File: config.mk
export PLATFORM = sky130hd
export DESIGN_NAME = uart_cfg_sequencer
export DESIGN_NICKNAME = d
export VERILOG_FILES = /design/src/rtl/uart_cfg_sequencer.sv
export SDC_FILE = /design/constraint.sdc
export NUM_CORES = 1
export LEC_CHECK = 0
export BUFFER_PORTS_ARGS = -buffer_cell sky130_fd_sc_hd__clkbuf_2
export CAP_MARGIN = 20
export CORE_MARGIN = 1
export CORE_UTILIZATION = 35
export DETAILED_ROUTE_END_ITERATION = 10
export GPL_TIMING_DRIVEN = 0
export SLEW_MARGIN = 0
export SYNTH_ARGS = -nofsm -noshare
export SYNTH_HDL_FRONTEND = slang
export SYNTH_SLANG_ARGS = --single-unit
File: constraint.sdc
create_clock -name clk_i -period 9.1 [get_ports clk_i]
set_input_delay 1.82 -clock clk_i [delete_from_list [all_inputs] [get_ports clk_i]]
set_output_delay 1.82 -clock clk_i [all_outputs]
set_load 0.05 [all_outputs]
File: src/rtl/uart_cfg_sequencer.sv
// Programmable UART byte sequencer: sends a runtime-written table with a timed gap before every
// byte, with optional echo verification and retry, continuous looping, abort and error reporting.
module uart_cfg_sequencer #(
  parameter int unsigned DATA_WIDTH  = 8,
  parameter int unsigned DEPTH       = 32,
  parameter int unsigned ADDR_WIDTH  = 5,
  parameter int unsigned GAP_CYCLES  = 5208,
  parameter int unsigned RSP_TIMEOUT = 100000,
  parameter int unsigned MAX_RETRY   = 3
) (
  input  logic                  clk_i,
  input  logic                  reset_i,
  input  logic                  tbl_we_i,
  input  logic [ADDR_WIDTH-1:0] tbl_addr_i,
  input  logic [DATA_WIDTH-1:0] tbl_wdata_i,
  input  logic [ADDR_WIDTH:0]   len_i,
  input  logic [1:0]            mode_i,
  input  logic                  start_i,
  input  logic                  abort_i,
  output logic                  uart_tx_start_o,
  output logic [DATA_WIDTH-1:0] uart_data_tx_o,
  input  logic                  uart_tx_end_i,
  input  logic                  uart_rx_valid_i,
  input  logic [DATA_WIDTH-1:0] uart_rx_data_i,
  output logic                  busy_o,
  output logic                  done_o,
  output logic                  err_o,
  output logic [ADDR_WIDTH-1:0] err_addr_o,
  output logic [15:0]           pass_cnt_o
);

  typedef enum logic [3:0] {
    StIdle, StGap, StSend, StWaitTx, StWaitRx, StCheck, StNext, StDone, StError
  } state_e;

  localparam logic [ADDR_WIDTH:0] LenOne = 1;

  state_e                state_q;
  logic [DATA_WIDTH-1:0] tbl [DEPTH];
  logic                  start_q1, start_q2;
  logic [ADDR_WIDTH:0]   len_q;
  logic [1:0]            mode_q;
  logic [ADDR_WIDTH-1:0] addr_q;
  logic [31:0]           gap_cnt_q, tmo_cnt_q, retry_q;
  logic [DATA_WIDTH-1:0] echo_q;
  logic                  echo_vld_q;

  logic                start_rise, gap_last, tmo_last, last_entry, echo_ok;
  logic [ADDR_WIDTH:0] len_clamped;

  function automatic logic [31:0] sat_inc(input logic [31:0] v);
    return (v == '1) ? v : v + 32'd1;
  endfunction

  assign start_rise  = start_q1 & ~start_q2;
  assign gap_last    = ({1'b0, gap_cnt_q} + 33'd1) >= 33'(GAP_CYCLES);
  assign tmo_last    = ({1'b0, tmo_cnt_q} + 33'd1) >= 33'(RSP_TIMEOUT);
  assign last_entry  = ({1'b0, addr_q} == (len_q - LenOne));
  assign echo_ok     = echo_vld_q && (echo_q == tbl[addr_q]);
  assign len_clamped = (32'(len_i) > DEPTH) ? (ADDR_WIDTH + 1)'(DEPTH) : len_i;

  // Table has no reset so its contents survive a mid-run reset.
  always_ff @(posedge clk_i) begin
    if (tbl_we_i && !busy_o && (32'(tbl_addr_i) < DEPTH)) begin
      tbl[tbl_addr_i] <= tbl_wdata_i;
    end
  end

  always_ff @(posedge clk_i) begin
    if (reset_i) begin
      state_q         <= StIdle;
      start_q1        <= 1'b0;
      start_q2        <= 1'b0;
      len_q           <= '0;
      mode_q          <= '0;
      addr_q          <= '0;
      gap_cnt_q       <= '0;
      tmo_cnt_q       <= '0;
      retry_q         <= '0;
      echo_q          <= '0;
      echo_vld_q      <= 1'b0;
      uart_tx_start_o <= 1'b0;
      uart_data_tx_o  <= '0;
      busy_o          <= 1'b0;
      done_o          <= 1'b0;
      err_o           <= 1'b0;
      err_addr_o      <= '0;
      pass_cnt_o      <= '0;
    end else begin
      start_q1        <= start_i;
      start_q2        <= start_q1;
      uart_tx_start_o <= 1'b0;
      done_o          <= 1'b0;

      // First echo after SEND wins; SEND itself handles a same-cycle byte.
      if ((state_q == StWaitTx || state_q == StWaitRx) && uart_rx_valid_i && !echo_vld_q) begin
        echo_q     <= uart_rx_data_i;
        echo_vld_q <= 1'b1;
      end

      if (abort_i && state_q != StIdle) begin
        state_q <= StIdle;
        busy_o  <= 1'b0;
      end else begin
        case (state_q)
          StIdle: begin
            if (start_rise) begin
              len_q      <= len_clamped;
              mode_q     <= mode_i;
              err_o      <= 1'b0;
              err_addr_o <= '0;
              pass_cnt_o <= '0;
              addr_q     <= '0;
              retry_q    <= '0;
              gap_cnt_q  <= '0;
              busy_o     <= 1'b1;
              state_q    <= (len_i == '0) ? StDone : StGap;
            end
          end
          StGap: begin
            if (gap_last) state_q <= StSend;
            else gap_cnt_q <= sat_inc(gap_cnt_q);
          end
          StSend: begin
            uart_data_tx_o  <= tbl[addr_q];
            uart_tx_start_o <= 1'b1;
            echo_vld_q      <= uart_rx_valid_i;
            if (uart_rx_valid_i) echo_q <= uart_rx_data_i;
            state_q         <= StWaitTx;
          end
          StWaitTx: begin
            if (uart_tx_end_i) begin
              tmo_cnt_q <= '0;
              state_q   <= (mode_q == 2'd1) ? StWaitRx : StNext;
            end
          end
          StWaitRx: begin
            if (echo_vld_q || tmo_last) state_q <= StCheck;
            else tmo_cnt_q <= sat_inc(tmo_cnt_q);
          end
          StCheck: begin
            if (echo_ok) begin
              retry_q <= '0;
              state_q <= StNext;
            end else if (retry_q < 32'(MAX_RETRY)) begin
              retry_q   <= retry_q + 32'd1;
              gap_cnt_q <= '0;
              state_q   <= StGap;
            end else begin
              err_o      <= 1'b1;
              err_addr_o <= addr_q;
              state_q    <= StError;
            end
          end
          StNext: begin
            gap_cnt_q <= '0;
            if (!last_entry) begin
              addr_q  <= addr_q + 1'b1;
              state_q <= StGap;
            end else if (mode_q == 2'd2) begin
              addr_q     <= '0;
              pass_cnt_o <= pass_cnt_o + 16'd1;
              state_q    <= StGap;
            end else begin
              state_q <= StDone;
            end
          end
          StDone: begin
            done_o  <= 1'b1;
            busy_o  <= 1'b0;
            state_q <= StIdle;
          end
          StError: begin
            busy_o  <= 1'b0;
            state_q <= StIdle;
          end
          default: state_q <= StIdle;
        endcase
      end
    end
  end

endmodule

==> results of run 1 <==
## cells in the final DEF, fill, tap and decap left out, drive strengths merged, types with 17 or more instances in the layout
master and n:
nand2 81, nor3 40, a31oi 31, mux4 57
a21oi 43, nand3 41, nor3b 17, buf 32
or3 22, xnor2 21, edfxtp 256, mux2i 51
clkbuf 165, nor2 151, o21ai 44, dfxtp 162
nand4 36, and2 43, xor2 19, inv 20
clkinv 22, and3 41
## power breakdown
part           leakage (nW)  switching [mW]  internal, mW
Clock                 0.801           0.777          1.22
Combinational          2.78           0.131        0.0602
Sequential             3.61         0.00852          2.02
Total                  7.19           0.917          3.30
## cell usage after synthesis (6+ instances only)
cell type and instances:
edfxtp_1 256, dfxtp_1 162, nor2_1 151, nand2_1 81
mux2i_1 51, mux4_2 49, clkbuf_1 43, a21oi_1 42
and2_1 42, and3_1 41, nand3_1 41, o21ai_0 41
nor3_1 40, nand4_1 35, a31oi_1 31, or3_1 22
xnor2_1 21, inv_1 20, xor2_1 19, nor3b_1 17
nor2b_1 15, nor4_1 15, buf_2 11, nand2b_1 11
a211oi_1 10, buf_6 10, a21o_1 9, a311oi_1 9
buf_4 9, a211o_1 8, a41oi_1 8, and4_1 8
mux4_1 8, a21boi_0 7, o31ai_1 7, ha_1 6
nand3b_1 6
## registers in the layout, indices dropped and copies added, names as in the netlist, named ones only
register	count
addr_q	5
start_q2	1
len_q	6
echo_q	1
tmo_cnt_q	32
busy_o	1
start_q1	1
mode_q	2
tbl	256
err_addr_o	5
pass_cnt_o	16
gap_cnt_q	32
retry_q	32
state_q	4
uart_data_tx_o	8
uart_tx_start_o	1
echo_vld_q	1
err_o	1
done_o	1
## routing by layer
metal	vias up	GRT usage	wire (µm)
met3	75	0.0280	2770
met2	393	0.278	21200
met4	0	0.0555	1160
met1	6112	0.240	20600
li1	5851	-	-
met5	-	0	0
## layout make-up
type	count	area, µm²	area share
Sequential cell	418	10900	0.519
Multi-Input combinational cell	948	6810	0.323
Clock buffer	55	1220	0.0577
Tap cell	680	851	0.0404
Clock inverter	30	422	0.0200
Buffer	74	412	0.0195
Timing Repair Buffer	68	340	0.0162
Inverter	22	82.6	0.00392
## worst paths after layout
kind                            slack [ns]       endpoint
worst min-delay path                  0.45          err_o
worst min register to register        0.45          err_o
worst max-delay path                  4.74  gap_cnt_q[28]
worst max register to register        4.74  gap_cnt_q[28]
## stage by stage
| stage | hold slack (ns) | setup WS, ns | utilization | power [mW] | area (µm²) |
|---|---|---|---|---|---|
| 2_1_floorplan | 0.430 | 5.47 | - | 2.18 | 18200 |
| 3_3_place_gp | 0.443 | 4.52 | 0.378 | 2.26 | 19400 |
| 3_5_place_dp | 0.446 | 4.46 | 0.378 | 2.26 | 19400 |
| 4_1_cts | 0.455 | 4.40 | 0.410 | 4.26 | 21100 |
| 5_1_grt | 0.484 | 4.50 | 0.410 | 4.35 | 21100 |
| 6_report | 0.449 | 4.74 | 0.410 | 4.22 | 21100 |
## tightest hold or removal path: cells and delay by family (launching register included)
family                 cells  cell delay, ns
AOI/OAI and AO/OA          1            0.05
buffers and inverters      1            0.04
DFF                        1            0.30
## cells by family (layout without fill, tap and decap cells)
| family | count (synthesis) | count (layout) | synth area share |
|---|---|---|---|
| compound gates | 232 | 232 | 0.0869 |
| xor+xnor | 40 | 40 | 0.0192 |
| fa+ha+maj | 6 | 6 | 0.00412 |
| buf+inv | 96 | 249 | 0.0271 |
| flops | 418 | 418 | 0.599 |
| mux | 112 | 112 | 0.103 |
| simple gates | 558 | 558 | 0.161 |
==> out/results.txt, run 1 <==
status - complete, no violations
Arr. time, crit path - 4.88 ns
largest net degree at the start of global routing - 33
asr flop ratio synth - 0
Cell Area, Synth - 18200 µm²
syn nets - 1504
most numerous cell on the critical path - clkbuf_1
die width - 230 µm
GP Congestion - 0.936
initial core utilization - 0.355
fin crit period - 4.36 ns
WP depth - 11
dominant cells by area after synthesis - edfxtp_1 (42%), dfxtp_1 (18%), mux4_2 (6.1%)
worst min path class - register to register
core footprint - 51400 µm²
CTS tree - built
DRT antenna net count - 0
Hold-fix buffers, CTS - 0
CP Cell Sequence - clkbuf_1 -> clkbuf_1 -> mux2i_1 -> nor3_1 -> nor4_1 -> xnor2_1 -> a211o_1 -> o21ba_1 -> a21oi_2 -> buf_4 -> and2_1
Worst-path clk slew - 0.06 ns
Seq/Total Area, Yosys - 0.599
layout cell share with drive strength beyond 1 - 0.153
final worst path period share - 0.479
mean post-synth cell area - 12.5 µm²
Max stage delay cell, worst path - nor4_1
Max Cap Viol - 0
initial DRC count - 1023
Total GRT Usage - 0.174
synthesis-to-finish area growth - 15.5%
Yosys top cell area share - 0.422
DR pass1 iterations - 5
Die ar. - 53000 µm²
post_cts resized - 0
DRC viols - 0
flop and latch count out of synthesis - 418
CP bufs+invs - 3
post-DP HPWL - 31.0 mm
first-pass GRT wire length - 70.7 mm
clock skew - 0.0219 ns
Via density - 5.42
# clock sinks - 418
clock root buffer - clkbuf_16
vias in the first global route - 12038
ys flop type - edfxtp_1
Layout Nets - 1620
routed length per instance - 19.9 µm
final setup fails - 0
Post-synth EDFFs - 256
# IOs - 69
Post-CTS Setup Inserts - 0
CTS Buf Count - 46
Hold Fails Final Rpt - 0
Max Freq - 229 MHz
critical path class - register to register
Yosys warning count - 0
Die Span Y - 230 µm
WP data required - 9.62 ns
# H-tree levels - 2
final wirelength - 45.7 mm
slowest stage delay, CP - 0.73 ns
CP endpoint kind - register
critical path's top delay family - buffers and inverters
routed vias - 12431
Gate Count Post-Synth - 1462
slew margin rel. - 0.338
maximum VDD drop - 158 µV
Hold Path Depth - 2
cells on worst reg2reg path - 11
fill count - 4796
CP Max Fanout - 10
Slew @ Worst Pin - 0.990 ns
clk buf depth - 3
crit path launch type - register
Port Buf Inserts - 66
pwr dens - 200 nW/µm²
Leak - 7.19 nW
Distinct cells, synth - 79
initial antenna violation count - 0
placed cell count - 2208
top cell type by total area after synthesis - edfxtp_1
RSZ-0062 raised after global routing - no
final std cells w/o fill - 2295
TNS Setup - 0 ns
n_diodes - 0
fin. max-slew vios - 0
Cell Rows - 83
clk_lat worst skew - 0.59 ns
grt ovf - 0
HP Start - err_o
No activity file was read; power rests on OpenSTA's default activity.
==> inputs of run 2 (changes only) <==
==> constraint.sdc (replaced) <==
create_clock -name clk_i -period 3.5 [get_ports clk_i]
set_input_delay 0.7 -clock clk_i [delete_from_list [all_inputs] [get_ports clk_i]]
set_output_delay 0.7 -clock clk_i [all_outputs]
set_load 0.05 [all_outputs]
==> out/results.txt, run 2 (synthesis results as in run 1) <==
status - complete, no violations
largest net degree at the start of global routing - 33
Layout Nets - 1645
initial DRC count - 1099
clock root buffer - clkbuf_16
pre-CTS setup slack - -1.14 ns
slowest stage delay, CP - 0.37 ns
Final Core Density - 0.423
Die Span Y - 230 µm
setup ws final - 0.0798 ns
cells on worst reg2reg path - 15
fin crit period - 3.42 ns
Arr. time, crit path - 3.89 ns
final wirelength - 46.5 mm
grt ovf - 0
Max Freq - 292 MHz
maximum VDD drop - 407 µV
Leak - 7.43 nW
synthesis-to-finish area growth - 19.3%
# IOs - 69
Port Buf Inserts - 66
critical path class - register to register
GP Congestion - 0.936
initial antenna violation count - 0
final std cells w/o fill - 2320
pwr dens - 507 nW/µm²
critical path's top delay family - buffers and inverters
fin. max-slew vios - 0
Max Cap Viol - 0
core footprint - 51400 µm²
DR pass1 iterations - 4
clk buf depth - 3
Die ar. - 53000 µm²
layout cell share with drive strength beyond 1 - 0.199
Total GRT Usage - 0.175
first-pass GRT wire length - 71.5 mm
crit path launch type - register
Worst-path clk slew - 0.06 ns
Slew @ Worst Pin - 0.989 ns
CP bufs+invs - 6
n_diodes - 0
post-DP HPWL - 31.0 mm
clk_lat worst skew - 0.59 ns
Via density - 5.44
CP endpoint kind - register
final setup fails - 0
most numerous cell on the critical path - buf_6
Largest Register - tbl
Hold-fix buffers, CTS - 0
die width - 230 µm
Cell Rows - 83
CTS tree - built
# H-tree levels - 2
CP Cell Sequence - buf_12 -> buf_8 -> buf_6 -> buf_6 -> mux2i_1 -> a22oi_1 -> and3_1 -> a211o_2 -> xnor2_1 -> nand4_1 -> buf_4 -> o21a_2 -> o21ai_4 -> buf_6 -> nor2_1
WP depth - 15
CP Max Fanout - 10
clock skew - 0.0193 ns
placed cell count - 2208
commonest non-fill, non-tap cell in the layout - edfxtp_1
CTS Buf Count - 46
most frequent cells in the layout - edfxtp_1 (256), dfxtp_1 (161), nor2_1 (146), nand2_1 (80), clkbuf_2 (71)
routed length per instance - 20.0 µm
slew margin rel. - 0.338
WP data required - 3.97 ns
vias in the first global route - 12137
Max stage delay cell, worst path - a211o_2
final worst path period share - 0.977
worst min path class - input port to register
routed vias - 12616
max FFs per register - 256
DRC viols - 0
Hold Path Depth - 2
# clock sinks - 418
Hold Fails Final Rpt - 0
DRT antenna net count - 0
initial core utilization - 0.355
==> run 2: changes by cell type in the layout (fill, tap and decap cells not counted), sizes merged <==
cell	previous run	this run
buf	32	62
clkinv	22	21
clkbuf	165	160
clkinvlp	1	2
==> run 2: area by class of cell <==
class,count,area (µm²)
Tap cell,680,851
Sequential cell,418,10900
Fill cell,4741,29700
Clock inverter,30,422
Clock buffer,55,1220
Multi-Input combinational cell,948,7100
Inverter,22,86.3
Buffer,71,537
Timing Repair Buffer,96,608
==> run 2: timing repair <==
action | in CTS | in global routing
resized for setup | 71 | 35
pin swaps | 10 | 11
setup buffers | 12 | 16
cloned | 0 | 1
endpoints found under the setup margin | 110 | 107
==> run 2: per-layer routing <==
| layer | vias to the layer above | wire length, µm | global-route usage |
|---|---|---|---|
| met5 | - | 0 | 0 |
| met4 | 0 | 1180 | 0.0519 |
| li1 | 5892 | - | - |
| met1 | 6230 | 20700 | 0.243 |
| met3 | 75 | 2920 | 0.0279 |
| met2 | 419 | 21700 | 0.282 |
==> run 2: final timing paths <==
| check | from | end | slack (ns) |
|---|---|---|---|
| max reg2reg | register | retry_q[16] | 0.08 |
| min reg2reg | err_o | err_o | 0.45 |
| min | start_i | start_q1 | 0.34 |
| max | register | retry_q[16] | 0.08 |
==> run 2: where the power goes <==
| group | total (mW) | internal, mW | switching [mW] |
|---|---|---|---|
| logic | 0.549 | 0.191 | 0.358 |
| clock network | 5.19 | 3.16 | 2.03 |
| registers | 5.28 | 5.26 | 0.0229 |
==> run 2: metrics by stage <==
| stage | cell area (µm²) | total power [mW] | hold slack (ns) | setup TNS, ns |
|---|---|---|---|---|
| after CTS | 21400 | 11.1 | 0.313 | 0 |
| after detailed placement | 19400 | 5.88 | 0.446 | -70.91 |
| after floorplan | 18200 | 5.68 | 0.430 | 0 |
| after global placement | 19400 | 5.87 | 0.443 | -63.92 |
| final | 21700 | 11.0 | 0.336 | 0 |
| after global routing | 21700 | 11.4 | 0.325 | -0.875 |
==> inputs of run 3 (changes only) <==
==> constraint.sdc (replaced) <==
create_clock -name clk_i -period 3.96 [get_ports clk_i]
set_input_delay 0.792 -clock clk_i [delete_from_list [all_inputs] [get_ports clk_i]]
set_output_delay 0.792 -clock clk_i [all_outputs]
set_load 0.05 [all_outputs]
==> out/results.txt, run 3 (synthesis results as in run 1) <==
clk_lat worst skew - 0.59 ns
Slew @ Worst Pin - 1.05 ns
first-pass GRT wire length - 70.9 mm
core footprint - 51400 µm²
layout cell share with drive strength beyond 1 - 0.167
Max Freq - 261 MHz
WP data required - 4.42 ns
GP Congestion - 0.936
Layout Nets - 1621
max FFs per register - 256
R2R Path End - retry_q[22]
R2R Setup Slk - 0.12 ns
initial DRC count - 1134
most frequent cells in the layout - edfxtp_1 (256), dfxtp_1 (162), nor2_1 (150), nand2_1 (81), clkbuf_2 (71)
Die Span Y - 230 µm
post-DP HPWL - 31.0 mm
die width - 230 µm
DRT antenna net count - 0
CP endpoint kind - register
# clock sinks - 418
clock skew - 0.0202 ns
post-route total power - 9.70 mW
HP Start - start_i
design area - 21200 µm²
maximum VDD drop - 365 µV
initial core utilization - 0.355
DP Area - 19400 µm²
status - complete, no violations
# IOs - 69
commonest non-fill, non-tap cell in the layout - edfxtp_1
CP Max Fanout - 10
multi-input logic area - 6930 µm²
Worst Hold Endpoint - start_q1
Via density - 5.40
n_diodes - 0
fin. max-slew vios - 0
Port Buf Inserts - 66
vias in the first global route - 12056
clock root buffer - clkbuf_16
fin crit period - 3.84 ns
Worst-path clk slew - 0.06 ns
slew margin rel. - 0.299
pwr dens - 457 nW/µm²
final setup fails - 0
largest net degree at the start of global routing - 33
crit path launch type - register
Arr. time, crit path - 4.30 ns
Die ar. - 53000 µm²
fill count - 4778
initial antenna violation count - 0
Largest Register - tbl
worst min path class - input port to register
DRC viols - 0
Total GRT Usage - 0.174
grt ovf - 0
final wirelength - 45.8 mm
RSZ-0062 raised after global routing - yes
Max Cap Viol - 0
Hold Path Depth - 2
cells on worst reg2reg path - 11
Leak - 7.23 nW
CTS tree - built
Hold Fails Final Rpt - 0
clk buf depth - 3
register area - 10900 µm²
# H-tree levels - 2
DR pass1 iterations - 5
CTS Buf Count - 46
final worst path period share - 0.969
synthesis-to-finish area growth - 16.4%
critical path class - register to register
routed length per instance - 20.0 µm
Cell Rows - 83
routed vias - 12396
## run 3: area by class of cell
class,instances,share of cell area
buffer,74,0.0206
clock buffer,55,0.0573
clock inverter,30,0.0199
inverter,22,0.00389
multi-input combinational,948,0.327
sequential,418,0.515
tap,680,0.0401
timing repair buffer,69,0.0165
## run 3: worst max path at each step
stage / end / depth (start not counted)
after floorplan: retry_q[12] / 12
after global placement: err_addr_o[1] / 10
after detailed placement: err_addr_o[3] / 10
after CTS: tmo_cnt_q[6] / 12
after global routing: retry_q[28] / 15
final: retry_q[22] / 11
## run 3: through the flow
stage	setup TNS (ns)	std cells	hold slack, ns	utilization	setup slack (ns)
finish	0	2296	0.428	0.413	0.122
CTS	0	2293	0.405	0.410	0.0196
global route	-0.356	2296	0.417	0.413	-0.0358
detailed placement	-23.82	2208	0.446	0.378	-0.684
floorplan	0	1462	0.430	-	0.846
global placement	-20.15	2208	0.443	0.378	-0.624
## run 3: metal layers
metal | wire, µm | GRT usage | vias to the layer above
li1 | - | - | 5837
met1 | 20500 | 0.240 | 6090
met2 | 21300 | 0.278 | 399
met3 | 3030 | 0.0283 | 70
met4 | 1020 | 0.0555 | 0
met5 | 0 | 0 | -
## run 3: worst max-delay path, stage by stage, from the launching register on
cell	delay, ns
dfxtp_1	0.31
buf_4	0.22
buf_2	0.40
mux4_2	0.40
mux4_2	0.53
mux2i_1	0.39
xor2_1	0.26
nand4_1	0.31
o21a_2	0.36
o21ai_4	0.25
buf_4	0.22
nor2_1	0.06
## run 3: report_power, final
part	internal (mW)	switching (mW)	total, mW
Sequential	4.65	0.0197	4.67
Clock	2.79	1.79	4.59
Combinational	0.143	0.304	0.447
Total	7.59	2.12	9.70
## run 3: what timing repair did
item,4_1_cts,5_1_grt
setup endpoints to repair,87,80
buffers inserted,0,2
pin swaps,0,4
hold buffers,0,0
gates resized for setup,11,26
